## config.mk

```make
export PLATFORM = sky130hd
export DESIGN_NAME = hermes_local_inject_arbiter
export DESIGN_NICKNAME = d
export VERILOG_FILES = /design/src/rtl/hermes_local_inject_arbiter.sv
export SDC_FILE = /design/constraint.sdc
export NUM_CORES = 1
export LEC_CHECK = 0
export ABC_AREA = 1
export CAP_MARGIN = 20
export CORE_UTILIZATION = 40
export DETAILED_ROUTE_END_ITERATION = 7
export GPL_TIMING_DRIVEN = 0
export PLACE_DENSITY = 0.81
export SLEW_MARGIN = 20
export SYNTH_ARGS = -nofsm -noshare
export SYNTH_HDL_FRONTEND = slang
export SYNTH_SLANG_ARGS = --single-unit
```

## constraint.sdc

```tcl
create_clock -name clk_i -period 5.2 [get_ports clk_i]
set_clock_uncertainty 0.2 [all_clocks]
set_input_delay 1.04 -clock clk_i [delete_from_list [all_inputs] [get_ports clk_i]]
set_output_delay 1.04 -clock clk_i [all_outputs]
set_load 0.01 [all_outputs]
```

## src/rtl/hermes_local_inject_arbiter.sv

```systemverilog
// ---------------------------------------------------------------------------
// hermes_local_inject_arbiter
//
// Shares one HermesNoC router local input port among NUM_REQ injectors.
// Round-robin arbitration at packet granularity: once a requester is granted
// it owns the port from its header flit through its last payload flit, so
// packets never interleave. Flits pass through combinationally (no added
// pipeline stage); the only overhead is one arbitration cycle per packet.
//
// Packet format: header flit, size flit S, then S payload flits.
//
// Ports
//   clk_i         clock
//   rst_ni        synchronous active-low reset
//   req_rx_i      per-requester flit valid
//   req_data_i    per-requester flit (unpacked array)
//   req_credit_o  per-requester flit accept (only the owner ever sees one)
//   rx_o          flit valid to router local port
//   data_o        flit to router local port
//   credit_i      router local credit (space available)
//   grant_o       one-hot current owner, 0 when idle
//   busy_o        a packet is currently owned
//
// States
//   state     | meaning
//   ----------+-------------------------------------------------------------
//   S_IDLE    | no owner; pick next requester at/after rr_ptr (bubble cycle)
//   S_HEADER  | owner granted, waiting for header flit transfer
//   S_SIZE    | waiting for size flit transfer; loads payload count
//   S_PAYLOAD | forwarding payload flits until the count reaches zero
// ---------------------------------------------------------------------------
module hermes_local_inject_arbiter #(
    parameter int NUM_REQ    = 4,
    parameter int FLIT_WIDTH = 32,
    parameter int SIZE_WIDTH = 16
) (
    input  logic                  clk_i,
    input  logic                  rst_ni,
    input  logic [NUM_REQ-1:0]    req_rx_i,
    input  logic [FLIT_WIDTH-1:0] req_data_i [NUM_REQ],
    output logic [NUM_REQ-1:0]    req_credit_o,
    output logic                  rx_o,
    output logic [FLIT_WIDTH-1:0] data_o,
    input  logic                  credit_i,
    output logic [NUM_REQ-1:0]    grant_o,
    output logic                  busy_o
);

    localparam int IDX_W = (NUM_REQ > 1) ? $clog2(NUM_REQ) : 1;

    typedef enum logic [1:0] {
        S_IDLE    = 2'd0,
        S_HEADER  = 2'd1,
        S_SIZE    = 2'd2,
        S_PAYLOAD = 2'd3
    } state_e;

    state_e                state_q, state_d;
    logic [IDX_W-1:0]      grant_idx_q, grant_idx_d;
    logic [IDX_W-1:0]      rr_ptr_q, rr_ptr_d;
    logic [SIZE_WIDTH-1:0] remaining_q, remaining_d;

    logic                  pick_valid;
    logic [IDX_W-1:0]      pick_idx;
    logic [IDX_W-1:0]      next_ptr;
    logic                  xfer;

    // Round-robin pick: scan offsets from the highest down so the requester
    // closest to rr_ptr (smallest offset) is the last one written and wins.
    // One extra bit keeps rr_ptr+offset from overflowing before the wrap.
    always_comb begin
        logic [IDX_W:0]   cand;
        logic [IDX_W-1:0] cand_idx;
        pick_valid = 1'b0;
        pick_idx   = '0;
        cand       = '0;
        cand_idx   = '0;
        for (int k = NUM_REQ - 1; k >= 0; k--) begin
            cand = {1'b0, rr_ptr_q} + (IDX_W+1)'(k);
            if (cand >= (IDX_W+1)'(NUM_REQ)) begin
                cand = cand - (IDX_W+1)'(NUM_REQ);
            end
            cand_idx = cand[IDX_W-1:0];
            if (req_rx_i[cand_idx]) begin
                pick_valid = 1'b1;
                pick_idx   = cand_idx;
            end
        end
    end

    assign next_ptr = (grant_idx_q == IDX_W'(NUM_REQ - 1)) ? '0
                                                           : grant_idx_q + IDX_W'(1);

    always_comb begin
        state_d      = state_q;
        grant_idx_d  = grant_idx_q;
        rr_ptr_d     = rr_ptr_q;
        remaining_d  = remaining_q;
        rx_o         = 1'b0;
        data_o       = '0;
        req_credit_o = '0;
        grant_o      = '0;
        busy_o       = 1'b0;
        xfer         = 1'b0;

        if (state_q != S_IDLE) begin
            rx_o                      = req_rx_i[grant_idx_q];
            data_o                    = req_data_i[grant_idx_q];
            req_credit_o[grant_idx_q] = credit_i;
            grant_o[grant_idx_q]      = 1'b1;
            busy_o                    = 1'b1;
            xfer                      = req_rx_i[grant_idx_q] & credit_i;
        end

        case (state_q)
            S_IDLE: begin
                if (pick_valid) begin
                    grant_idx_d = pick_idx;
                    state_d     = S_HEADER;
                end
            end
            S_HEADER: begin
                if (xfer) begin
                    state_d = S_SIZE;
                end
            end
            S_SIZE: begin
                if (xfer) begin
                    // Only the low SIZE_WIDTH bits count; upper bits just pass through.
                    remaining_d = data_o[SIZE_WIDTH-1:0];
                    if (data_o[SIZE_WIDTH-1:0] == '0) begin
                        state_d  = S_IDLE;
                        rr_ptr_d = next_ptr;
                    end else begin
                        state_d = S_PAYLOAD;
                    end
                end
            end
            S_PAYLOAD: begin
                if (xfer) begin
                    remaining_d = remaining_q - SIZE_WIDTH'(1);
                    if (remaining_q == SIZE_WIDTH'(1)) begin
                        state_d  = S_IDLE;
                        rr_ptr_d = next_ptr;
                    end
                end
            end
            default: begin
                state_d = S_IDLE;
            end
        endcase
    end

    always_ff @(posedge clk_i) begin
        if (!rst_ni) begin
            state_q     <= S_IDLE;
            grant_idx_q <= '0;
            rr_ptr_q    <= '0;
            remaining_q <= '0;
        end else begin
            state_q     <= state_d;
            grant_idx_q <= grant_idx_d;
            rr_ptr_q    <= rr_ptr_d;
            remaining_q <= remaining_d;
        end
    end

endmodule
```

After elaboration in Yosys (flattened, before gate mapping)
Cells that the tools add are included.
- register bits: 22
- bits of input ports: 135
- output and inout bits: 42
- logic and storage cells: 96
- add/sub/neg operators: 9
- $lt $le $gt $ge: 11
- eq/ne operators: 11
- mux-type cells: 49
- bitwise operators: 3
- reductions and logical operators: 9
- operator list (kind ; count):
    two-way mux 32 bit ; 3
    binary-select mux 32 bit (select 2 bit) ; 1
    two-way mux 2 bit ; 19
    two-way mux 16 bit ; 2
    one-hot mux 16 bit (2 select lines) ; 1
    equality test 16 x 1 -> 1 bit (second input constant) ; 1
    logical NOT 16 bit ; 1
    subtractor 16 x 1 -> 16 bit (second input constant) ; 1
    < comparator 2 x 3 -> 1 bit (second input constant) ; 5
    two-way mux 1 bit ; 13
    greater-or-equal comparator 3 bit (second input constant) ; 4
    != test 2 bit (second input constant) ; 6
    binary-select mux 1 bit (select 2 bit) ; 5
    AND reduction 5 bit ; 2
    two-way mux 4 bit ; 2
    one-hot mux 2 bit (4 select lines) ; 1
    subtractor 2 x 1 -> 2 bit (second input constant) ; 4
    adder 2 x 2 -> 3 bit (second input constant) ; 2
    equality test 2 bit (second input constant) ; 3
    bitwise AND 4 bit ; 1
    one-hot mux 2 bit (2 select lines) ; 1
    nonzero test 2 bit ; 2
    adder 2 x 1 -> 3 bit (second input constant) ; 1
    greater-or-equal comparator 2 x 3 -> 1 bit (second input constant) ; 1
    10 further kinds ; 10

Longest topological paths before layout
Gate-level depths: netlist (run 1).
- depth after elaboration: 11
- gate-level depth with buffers: 15
- mapped depth without buffers: 13

Least setup slack after synthesis (run 1)
OpenSTA, ideal clock, no wires.
- path type: flip-flop to output port
- from: reg grant_idx_q[1]
- to: out req_credit_o[0]
- data arrival time: 1.653 ns
- data required time: 3.960 ns
- path slack: 2.307 ns
- cell stages (with the launch flop): 8
- buffers on the path: 3
- cells stage by stage: dfxtp_1 -> buf_4 -> inv_2 -> clkbuf_1 -> clkbuf_1 -> ha_1 -> inv_1 -> nor3_1
- word-level cells in the longest chain between the ends: 6
- elaborated cells on any way between the ends: 7
- those cells by class: order compare (2); mux (3); bitwise (1); reduce/logical (1)
- RTL lines (element ; line ; source):
    start, declared ; 59 ; logic [IDX_W-1:0] grant_idx_q, grant_idx_d;
    start signal, assigned ; 162 ; grant_idx_q <= grant_idx_d;
    < comparator 2 x 3 -> 1 bit (not written as such) / greater-or-equal comparator 2 x 1 -> 1 bit (equally long branches) ; 109 ; req_credit_o[grant_idx_q] = credit_i;
    logical AND 1 bit (not written as such) ; 109 ;
    two-way mux 1 bit (not written as such) ; 109 ;
    demux 1 bit (select 2 bit) (*) ; 109 ;
    bitwise AND 4 bit (no line) (*) ; n/a ;
    two-way mux 4 bit (*) ; 106 ; if (state_q != S_IDLE) begin
    end, declared ; 41 ; output logic [NUM_REQ-1:0] req_credit_o,
Every way passes the cells marked *; elsewhere a longest branch is shown, timed or not.

Final worst setup path (run 1)
Ends and elaborated chain as after synthesis.

==> results of run 1 <==
==> routing by layer <==
| layer | part of all wire | up-vias |
|---|---|---|
| li1 | - | 2215 |
| met2 | 0.48 | 212 |
| met5 | 0 | - |
| met4 | 0.025 | 0 |
| met3 | 0.097 | 26 |
| met1 | 0.39 | 1909 |
==> worst max-delay path, cell delays in order, from the launching register on <==
cell,delay (ns)
dfxtp_1,0.33
buf_4,0.18
inv_2,0.11
clkbuf_1,0.38
clkbuf_1,0.43
ha_1,0.25
inv_1,0.05
nor3_1,0.18
clkdlybuf4s50_1,0.57
==> state kept, by name, summed over array words and instances (netlist names) <==
name	flops
grant_idx_q	2
remaining_q	16
rr_ptr_q	2
state_q	2
==> where the power goes <==
group          internal, uW  switching [uW]
clock network          67.6            60.0
logic                   727             973
registers               193            31.0
total                   988            1060
==> through the flow <==
step	utilization	hold WS (ns)	area [um2]	setup slack, ns	instances
after floorplan	-	0.258	3040	2.31	593
after global placement	0.676	0.274	4930	1.41	868
after detailed placement	0.676	0.279	4930	1.40	868
after CTS	0.683	0.292	4980	1.21	872
after global routing	0.683	0.313	4980	1.05	872
final	0.683	0.297	4980	1.20	872
==> kinds of logic after synthesis <==
group,Yosys count,share of synthesized area
adders and majority gates,6,0.0247
and+or+nand+nor,318,0.420
buffers and inverters,119,0.167
DFF,22,0.145
xor gates and xnor gates,10,0.0288
AOI/OAI and AO/OA,118,0.215
==> cells in the final DEF (no fill, tap or decap) <==
cell	Yosys	routed
a211oi_1	3	3
a21oi_1	37	37
a21oi_2	7	7
a31oi_1	2	2
buf_1	4	4
buf_2	9	9
buf_4	3	3
buf_6	5	5
clkbuf_1	12	12
clkbuf_8	0	4
clkdlybuf4s50_1	0	176
dfxtp_1	22	22
ha_1	6	6
inv_1	82	82
inv_2	4	4
nand2_1	170	170
nand3_1	33	33
nand3_2	1	1
nand4_1	4	4
nor2_1	100	100
nor2_4	2	2
nor3_1	7	7
o211ai_1	6	6
o21a_1	1	1
o21ai_0	51	51
o21ai_1	7	7
o21ai_2	1	1
o21bai_1	1	1
o22ai_1	2	2
or2_2	1	1
xnor2_1	4	4
xor2_1	6	6
==> final timing paths <==
check | endpoint | cells past startpoint | slack [ns]
hold / removal | remaining_q[8]$_SDFFE_PN0P_ | 2 | 0.30
setup / recovery | req_credit_o[0] | 8 | 1.20
hold reg to reg | remaining_q[8]$_SDFFE_PN0P_ | 2 | 0.30
setup reg to reg | rr_ptr_q[1]$_SDFFE_PN0P_ | 13 | 2.90
==> final cells by class <==
class                      count  share of cell area
multi-input combinational    452               0.420
clock buffer                   4              0.0111
sequential                    22              0.0884
timing repair buffer         176               0.354
tap                           99              0.0249
inverter                      86              0.0648
buffer                        33              0.0369
==> results.md, run 1 <==
* Status: finished clean
* Die Y at 89.2 um
* HP Start: remaining_q[8]$_SDFFE_PN0P_
* Synth area leader: nand2_1
* Layout filler cell count at 691
* Synth Warn # at 0
* Synth top area cells: nand2_1 (21%), dfxtp_1 (14%), nor2_1 (12%)
* CP Capture Type: output port
* Drc violations at 0
* Syn_area_per_cell at 5.13 um2
* Starting density of the core at 0.417
* Worst R2R Start: grant_idx_q[0]$_SDFFE_PN0P_
* Postcts setup bufs at 0
* Via/cell ratio at 5.00
* DRT Pass-1 Iters at 5
* Clk sinks at 22
* Final #Nets at 915
* Global Route met3 Usage at 0.0702
* Endpoints failing setup at 0
* Most used DFF post-synth: dfxtp_1
* Sequential area share after synthesis at 0.145
* H-tree Lvls at 1
* Vias at 4,362
* DRT Wirelength at 12,200 um
* Placer Congestion at 0.927
* Layout overhead on the synthesized area at 63.8%
* Die W at 89.2 um
* Number of max-cap violations at 0
* Skew-Pair Late Insertion Delay at 0.27 ns
* Total GRT Usage at 0.299
* Async SR Flop Fraction at 0
* Post_cts resized at 0
* Reg clk slew, reported paths at 0.09 ns
* Static Leak at 0.00239 uW
* Vias in the first global route at 3,916
* CP startpoint: grant_idx_q[1]$_SDFFE_PN0P_
* Unrepaired setup endpoints after global routing: false
* Post-synth cell types at 30
* Antenna diodes at 0
* Crit path max fanout at 11
* Die area at 7950 um2
* Core Footprint at 7290 um2
* First-pass GRT wire length at 18,500 um
* Largest net degree at the start of global routing at 13
* Seq cells post-synth at 22
* Share of cells above drive strength 1 at 0.0479
* Most frequent cell after synthesis: nand2_1
* Yosys top cell area share at 0.210
* # port buffers at 176
* Crit path kind: reg -> out
* Final cycle utilization of the critical path at 0.769
* Worst slew pin tran at 0.637 ns
* Synth Cell Area at 3040 um2
* Met2 Use GR at 0.556
* EDFF count, synth at 0
* Total grt overflow at 0
* Achievable Freq at 0.250 GHz
* I/O pins at 177
* M1 GR Usage at 0.340
* Worst slew margin at 0.575
* Synth Instances at 593
* Slew Limit Fails at 0
* Hpwl dp at 9900 um
* VDD IR-drop max at 0.000215 V
* Final hold viol count at 0
* Commonest cells post-synth: nand2_1 (170), nor2_1 (100), inv_1 (82)
* Fin Setup TNS at 0 ns
* Register area at 440 um2
* Number of nets with antenna violations after routing at 0
* Period minus WS final at 4.00 ns
* CTS Hold Bufs at 0
* CP Launch Type: flip-flop
* CP Data Arrival Time at 2.76 ns
* Longest Clk Path Bufs at 2
* Overall Power at 2050 uW
* Syn Nets at 734
* Root Buffer: clkbuf_8
* Power Density at 412 nW/um2
* CTS tree: built
* Row cnt at 31
* CTS buffer count at 3
* Critical path data required time at 3.96 ns
* Multi-input logic area at 2090 um2
* Initial antenna violation count at 0
* Number of DRC markers in iteration 0 at 207
* HP Class: reg -> reg
* GR peak layer: met2
* Wire length per cell at 13.9 um
Power figures use the tool's default switching activity.
==> inputs of run 2 (changes only) <==
--- a/config.mk
+++ b/config.mk
@@ -7,10 +7,10 @@
 export LEC_CHECK = 0
 export ABC_AREA = 1
 export CAP_MARGIN = 20
-export CORE_UTILIZATION = 40
+export CORE_UTILIZATION = 35
 export DETAILED_ROUTE_END_ITERATION = 7
 export GPL_TIMING_DRIVEN = 0
-export PLACE_DENSITY = 0.81
+export PLACE_DENSITY = 0.75
 export SLEW_MARGIN = 20
 export SYNTH_ARGS = -nofsm -noshare
 export SYNTH_HDL_FRONTEND = slang
==> constraint.sdc (replaced) <==
create_clock -name clk_i -period 3.67 [get_ports clk_i]
set_clock_uncertainty 0.2 [all_clocks]
set_input_delay 0.734 -clock clk_i [delete_from_list [all_inputs] [get_ports clk_i]]
set_output_delay 0.734 -clock clk_i [all_outputs]
set_load 0.01 [all_outputs]
==> results.md, run 2 (same netlist as run 1, synthesis figures left out) <==
* Total grt overflow at 0
* Number of max-cap violations at 0
* Final hold viol count at 0
* Via/cell ratio at 4.97
* CP Launch Type: flip-flop
* Root Buffer: clkbuf_8
* Share of cells above drive strength 1 at 0.0480
* Row cnt at 33
* Max reg flops at 16
* Commonest non-fill, non-tap cell in the layout: clkdlybuf4s50_1
* DRT Wirelength at 12,500 um
* Clk sinks at 22
* Register area at 440 um2
* Most frequent cells in the layout: clkdlybuf4s50_1 (176), nand2_1 (170), nor2_1 (100)
* Placed Cells incl. Taps at 874
* Worst Hold Margin at 0.306 ns
* Setup ws final at 0.184 ns
* Core Footprint at 8300 um2
* Layout filler cell count at 843
* Multi-input logic area at 2090 um2
* Placer Congestion at 0.938
* Sw Share at 0.523
* Status: finished clean
* Psw at 1510 uW
* Fin cells at 876
* Worst slew margin at 0.580
* Layout overhead on the synthesized area at 63.5%
* Largest Register: remaining_q
* CTS buffer count at 3
* Die area at 9060 um2
* Power Density at 580 nW/um2
* Skew-Pair Late Insertion Delay at 0.26 ns
* Reg clk slew, reported paths at 0.08 ns
* Overall Power at 2880 uW
* CTS tree: built
* I/O pins at 177
* Largest net degree at the start of global routing at 12
* Starting density of the core at 0.366
* Achievable Freq at 0.287 GHz
* Critical path data required time at 2.74 ns
* Final #Nets at 914
* Die Y at 95.2 um
* HP Class: reg -> reg
* Wire length per cell at 14.3 um
* Postcts setup bufs at 0
* Endpoints failing setup at 0
* Hpwl dp at 10,100 um
* Internal Pwr Total at 1380 uW
* Worst slew pin tran at 0.630 ns
* Reg-to-reg slack, setup at 1.29 ns
* Clock share of power at 0.053
* Number of nets with antenna violations after routing at 0
* H-tree Lvls at 1
* # port buffers at 176
* Initial antenna violation count at 0
* Final cycle utilization of the critical path at 0.950
* Period minus WS final at 3.49 ns
* Antenna diodes at 0
* Combinational Power Share at 0.837
* Unrepaired setup endpoints after global routing: false
* Die W at 95.2 um
* Number of DRC markers in iteration 0 at 236
* Fin Setup TNS at 0 ns
* Longest Clk Path Bufs at 2
* Static Leak at 0.00239 uW
* CP Capture Type: output port
* Vias in the first global route at 4,173
* VDD IR-drop max at 0.000328 V
* Slew Limit Fails at 0
* Crit path kind: reg -> out
* DRT Pass-1 Iters at 5
* First-pass GRT wire length at 19,500 um
* CTS Hold Bufs at 0
* Total GRT Usage at 0.275
* CP Data Arrival Time at 2.55 ns
* Vias at 4,357
* Drc violations at 0
* Setup slack after placement at 0.255 ns
* Crit path max fanout at 10
* Flop pwr share at 0.110
==> run 2: cell types whose count changed in the layout (fill, tap and decap cells not counted), sizes merged <==
cell / previous run / this run
clkbuf: 16 / 14
==> run 2: worst max-delay path, stage by stage, from the launching register on <==
cell,delay [ns]
dfxtp_1,0.41
buf_6,0.14
buf_2,0.20
buf_1,0.43
nor2_1,0.10
nor2_1,0.10
o21ai_0,0.10
a21oi_1,0.23
clkdlybuf4s50_1,0.58
==> run 2: worst paths after layout <==
kind                                 end                         from  cells after the start
min          remaining_q[3]$_SDFFE_PN0P_  remaining_q[3]$_SDFFE_PN0P_                      2
max reg2reg     rr_ptr_q[1]$_SDFFE_PN0P_  grant_idx_q[1]$_SDFFE_PN0P_                     13
max                           data_o[20]  grant_idx_q[0]$_SDFFE_PN0P_                      8
min reg2reg  remaining_q[3]$_SDFFE_PN0P_  remaining_q[3]$_SDFFE_PN0P_                      2
==> run 2: metal layers <==
layer  vias up  global-route usage  share of wire
li1       2208                   -              -
met1      1949               0.322           0.42
met2       174               0.502           0.48
met3        26              0.0463          0.064
met4         0              0.0859          0.029
met5         -                   0              0
==> run 2: per-stage QoR <==
stage          utilization  instance area [um2]
2_1_floorplan            -                 3040
3_3_place_gp         0.594                 4930
3_5_place_dp         0.594                 4930
4_1_cts              0.600                 4980
5_1_grt              0.599                 4970
6_report             0.599                 4970
==> run 2: power groups by stage <==
stage | Sequential [uW] | Clock, uW | Combinational [uW]
floorplan | 310 | 0 | 1410
global placement | 319 | 0 | 2370
detailed placement | 322 | 0 | 2390
CTS | 317 | 154 | 2410
global route | 323 | 168 | 2670
finish | 317 | 154 | 2410
==> run 2: timing repair <==
action                     in CTS  in global routing
setup endpoints to repair       3                  3
gates resized for setup         1                  0
cloned                          0                  0
pin swaps                       0                  0
==> run 2: final cells by class <==
class                           count  area share
Multi-Input combinational cell    452       0.421
Timing Repair Buffer              176       0.354
Sequential cell                    22      0.0886
Inverter                           86      0.0649
Buffer                             32      0.0365
Tap cell                          105      0.0264
Clock buffer                        3     0.00830
==> variant 1: new RTL, config.mk and constraints of run 2 <==
Make the reset (`rst_ni`) asynchronous in one clocked block. Comments in the files are not updated.
--- a/src/rtl/hermes_local_inject_arbiter.sv
+++ b/src/rtl/hermes_local_inject_arbiter.sv
@@ -151,7 +151,7 @@
         endcase
     end
 
-    always_ff @(posedge clk_i) begin
+    always_ff @(posedge clk_i or negedge rst_ni) begin
         if (!rst_ni) begin
             state_q     <= S_IDLE;
             grant_idx_q <= '0;
Behaviour: differs if rst_ni is asserted again (counterexample within 4 cycles, from zero or initial values and one cycle with rst_ni low); with rst_ni held inactive, the same outputs for 10 cycles.
==> variant 1 against run 2 <==
Via count increased by 0.39%. Combinational power increased by 22%. Worst setup slack got worse by 0.0085 ns. Sequential power increased by 36%. Cell area increased by 4.2%. The run now ends with DRC left. Area after synthesis increased by 5.7%. Sequential cell count unchanged. Highest routed layer unchanged. Fmax decreased by 0.24%. Routed wire length increased by 0.54%. Clock power increased by 50%. Count of clock-buffer cells in the layout unchanged. Total power increased by 25%.
==> variant 1: results (changes against run 2) <==
cells_and_area:
  stdcell_count: 875  # -0.11%
  regMostFlops: "remaining_q"
  drive_gt1_frac: 0.0639  # +0.0159
  final_nets: 909  # -0.55%
  largest_register_ffs: 16  # unchanged
  diodes: 0  # unchanged
global_route:
  grt_max_degree: 23  # +11
  grt_pass1_vias: 4181  # +0.19%
  use_met1: 0.287  # -0.0345
  grtUsageMet3: 0.0379  # -0.00831
  antenna_found_initial: 0  # unchanged
  met2_usage: 0.483  # -0.0190
  grt_pass1_wl_microns: 19600  # +0.11%
  grtUsageTotal: 0.252  # -0.0229
clocking:
  cts_buffers: 3  # unchanged
  clk_latency_ns: 0.27
  cts-root-buf: "clkbuf_8"
  h-tree-depth: 1  # unchanged
  clk_pin_slew_ns: 0.09
  clockBufferDepth: 2  # unchanged
place:
  place_ws_ns: 0.315  # +0.0601 ns
  port_buffers: 176  # unchanged
  post-place-cells: 871  # -0.34%
  hpwl_microns: 10100  # -0.27%
  gp_congestion: 0.895  # -4.6%
  dpl_cell_area_sq_um: 5110  # +3.6%
route:
  via_count: 4374  # +0.39%
  drc_errors: 18  # +18
  wl_met1_microns: 5020  # -5.2%
  wl_met3_microns: 843  # +4.7%
  first_iter_violations: 208  # -12%
  first_pass_iters: 7  # +2
  route.met2.wl_microns: 6410  # +6.0%
  topRoutingLayerUsed: "met4"
  routedWlPerCell_microns: 14.4  # +0.65%
logic_synthesis:
  synthTopCellsByCount: "162 x nand2_1, 103 x nor2_1, 84 x inv_1"
  synthFlopType: "dfrtp_1"
  yosysWarnings: 0  # unchanged
  ys_types: 40  # +33%
  async_flop_share: 1.00  # +1.00
  synth-seq-area-share: 0.171  # +0.0265
  synth_area_per_cell_sq_um: 5.47  # +6.8%
  yosys-top-cells-area: "nand2_1 19%, dfrtp_1 17%, nor2_1 12%"
  synthesis.nets: 728  # -0.82%
sta:
  max_slew_margin: 0.648  # +0.0678
worst_hold_path:
  min_path_type: "primary input to async pin"
pwr:
  clock_power_share: 0.064  # +0.011
  sequentialPowerShare: 0.119  # +0.009
  power_leakage_uw: 0.00252  # +5.4%
  p_sw_uw: 1810  # +20%
  ir_worst_vdd_mv: 0.360  # +9.6%
  p_total_uw: 3600  # +25%
worst_setup_path:
  crit_fanout: 11  # +1
  cp_top_family: "buffers and inverters"
  crit_arrival_ns: 2.56  # about the same
  max_stage_delay_ns: 0.57
  crit_slowest_cell: "clkdlybuf4s50_1"
run_status:
  outcome: "finished with violations"
  violations: "DRC"
[variant 1: cell types whose count changed in the layout (fill, tap and decap cells not counted), sizes merged, moves of 3 or more]
cell   change
a21oi     -14
dfrtp     +22
dfxtp     -22
nor2       +5
o21ai      +9
xnor2      -3
[variant 1: final cells by class]
| class | instances | area, sq um |
|---|---|---|
| Timing Repair Buffer | 176 | 1760 |
| Inverter | 88 | 340 |
| Tap cell | 108 | 135 |
| Clock inverter | 1 | 30.0 |
| Multi-Input combinational cell | 445 | 2080 |
| Buffer | 32 | 249 |
| Sequential cell | 22 | 551 |
| Fill cell | 864 | 3630 |
| Clock buffer | 3 | 41.3 |
[variant 1: timing repair]
| item | 4_1_cts | 5_1_grt |
|---|---|---|
| endpoints found under the hold margin | 0 | 0 |
| endpoints found under the setup margin | 1 | 1 |
| gates resized for setup | 1 | 2 |
| setup buffers | 0 | 0 |
[variant 1: cells by family after synthesis]
| group | after synthesis | share of synthesized area |
|---|---|---|
| adders and majority gates | 6 | 0.0234 |
| AOI/OAI and AO/OA | 112 | 0.194 |
| xor gates and xnor gates | 5 | 0.0136 |
| buffers and inverters | 120 | 0.183 |
| DFF | 22 | 0.171 |
| and+or+nand+nor | 322 | 0.415 |
[variant 1: worst paths after layout]
kind / slack [ns] / cells after the start / from / end
setup / recovery: 0.17 / 8 / grant_idx_q[0] / req_credit_o[2]
hold / removal: 0.23 / 1 / rst_ni / remaining_q[10]
setup reg to reg: 1.50 / 10 / grant_idx_q[1] / remaining_q[12]
hold reg to reg: 0.36 / 2 / remaining_q[7] / remaining_q[7]
max in group asynchronous: 2.69 / 1 / rst_ni / remaining_q[4]
min in group clk_i: 0.36 / 2 / remaining_q[7] / remaining_q[7]
==> variant 2: new RTL, settings of run 2 <==
Made on the original files. The parameter `FLIT_WIDTH` goes from 32 to 28.
--- a/src/rtl/hermes_local_inject_arbiter.sv
+++ b/src/rtl/hermes_local_inject_arbiter.sv
@@ -31,7 +31,7 @@
 // ---------------------------------------------------------------------------
 module hermes_local_inject_arbiter #(
     parameter int NUM_REQ    = 4,
-    parameter int FLIT_WIDTH = 32,
+    parameter int FLIT_WIDTH = 28,
     parameter int SIZE_WIDTH = 16
 ) (
     input  logic                  clk_i,
Interface: changed (resized data_o and req_data_i); port bits go from 177 to 157. The function was not compared with the original's and may differ.
==> variant 2 against run 2 <==
Cell area shrank 6.7%. Critical path depth shrank 1. Worst setup slack gained 0.046 ns. Routed wire length shrank 16%. Sequential cell count is the same. Area after synthesis shrank 4.4%. Total power shrank 6.5%. Global-route usage shrank 3.2 points. Critical path type unchanged.
==> variant 2: results (changes against run 2) <==
run_status:
  outcome: "finished, final reports clean"
cells_and_area:
  num-fill-cells: 789  # -6.4%
  largest_register_ffs: 16  # unchanged
  non_clock_buffer_count: 186  # -11%
  seq_share: 0.0950  # +0.00638
  num-nonclk-inverters: 86  # unchanged
  multi_input_area_share: 0.425  # +0.00442
  final_nets: 846  # -7.4%
  multiInputGateArea_sq_um: 1970  # -5.7%
  drive_gt1_frac: 0.0501  # +0.00208
  clock_area_frac: 0.00890  # +0.000598
  regMostFlops: "remaining_q"
  num-multi-input-gates: 422  # -6.6%
  diodes: 0  # unchanged
  buf_share: 0.373  # -0.0177
route:
  totalWireLength_microns: 10500  # -16%
  wl_met1_microns: 4440  # -16%
  via_count: 3982  # -8.6%
  via_per_inst: 4.85  # -2.5%
  wl_met3_microns: 673  # -16%
  first_iter_violations: 161  # -32%
  route.met2.wl_microns: 5070  # -16%
global_route:
  grtUsageTotal: 0.242  # -0.0322
  grt_max_degree: 12  # unchanged
  grt_pass1_wl_microns: 17000  # -13%
  use_met1: 0.282  # -0.0395
  antenna_found_initial: 0  # unchanged
  grt_pass1_vias: 3799  # -9.0%
  met2_usage: 0.452  # -0.0502
  grtUsageMet3: 0.0358  # -0.0105
clocking:
  cts_resized: 0  # -1
  post_cts_buffers: 0  # unchanged
place:
  port_buffers: 156  # -11%
  dpl_cell_area_sq_um: 4600  # -6.8%
  hpwl_microns: 8650  # -15%
  place_ws_ns: 0.389  # +0.134 ns
  post-place-cells: 818  # -6.4%
  gp_congestion: 0.917  # -2.2%
logic_synthesis:
  synthTopCellsByCount: "168 x nand2_1, 84 x nor2_1, 83 x inv_1"
  synthesis.nets: 685  # -6.7%
  syn-cell-area_sq_um: 2910  # -4.4%
  async_flop_share: 0  # unchanged
  yosys-top-cells-area: "nand2_1 22%, dfxtp_1 15%, nor2_1 11%"
  synth_top_area_share: 0.217  # +0.00708
  synth_cells: 560  # -5.6%
  ys_types: 32  # +6.7%
  synthFlopType: "dfxtp_1"
  synth-seq-area-share: 0.152  # +0.00667
pwr:
  p_per_area_nw_per_um2: 581  # +0.20%
  ir_worst_vdd_mv: 0.307  # -6.4%
  p_sw_uw: 1380  # -8.2%
  combPwrFrac: 0.824  # -0.013
  pg_seq_uw: 324  # +2%
  power_leakage_uw: 0.00225  # -5.9%
worst_setup_path:
  crit_fanout: 11  # +1
  crit_arrival_ns: 2.51  # -0.04 ns
  max_stage_delay_ns: 0.57
worst_hold_path:
  min_path_type: "register to register"
sta:
  worst_pin_slew_ns: 0.592  # -0.0380 ns
## variant 2: cell types whose count changed in the layout (fill, tap and decap cells not counted), sizes merged, moves of 6 or more
cell | before | now
clkdlybuf4s50 | 176 | 156
o21ai | 59 | 53
a21oi | 44 | 38
nor2 | 102 | 86
## variant 2: cells by family after synthesis
group / share of synthesized area
simple gates: 0.417
xor+xnor: 0.0331
flops: 0.152
fa+ha+maj: 0.0258
compound gates: 0.203
buf+inv: 0.170
## variant 2: tightest hold or removal path: cells and delay by family, from the launching register on
family	cells	cell delay, ns
flops	1	0.33
simple gates	1	0.06
compound gates	1	0.05
## variant 2: worst paths after layout
| check | from | endpoint | slack, ns | cells after the start |
|---|---|---|---|---|
| worst max-delay path | grant_idx_q[1] | req_credit_o[1] | 0.23 | 7 |
| worst min-delay path | remaining_q[8] | remaining_q[8] | 0.29 | 2 |
| worst max register to register | grant_idx_q[1] | rr_ptr_q[0] | 1.46 | 12 |
| worst min register to register | remaining_q[8] | remaining_q[8] | 0.29 | 2 |
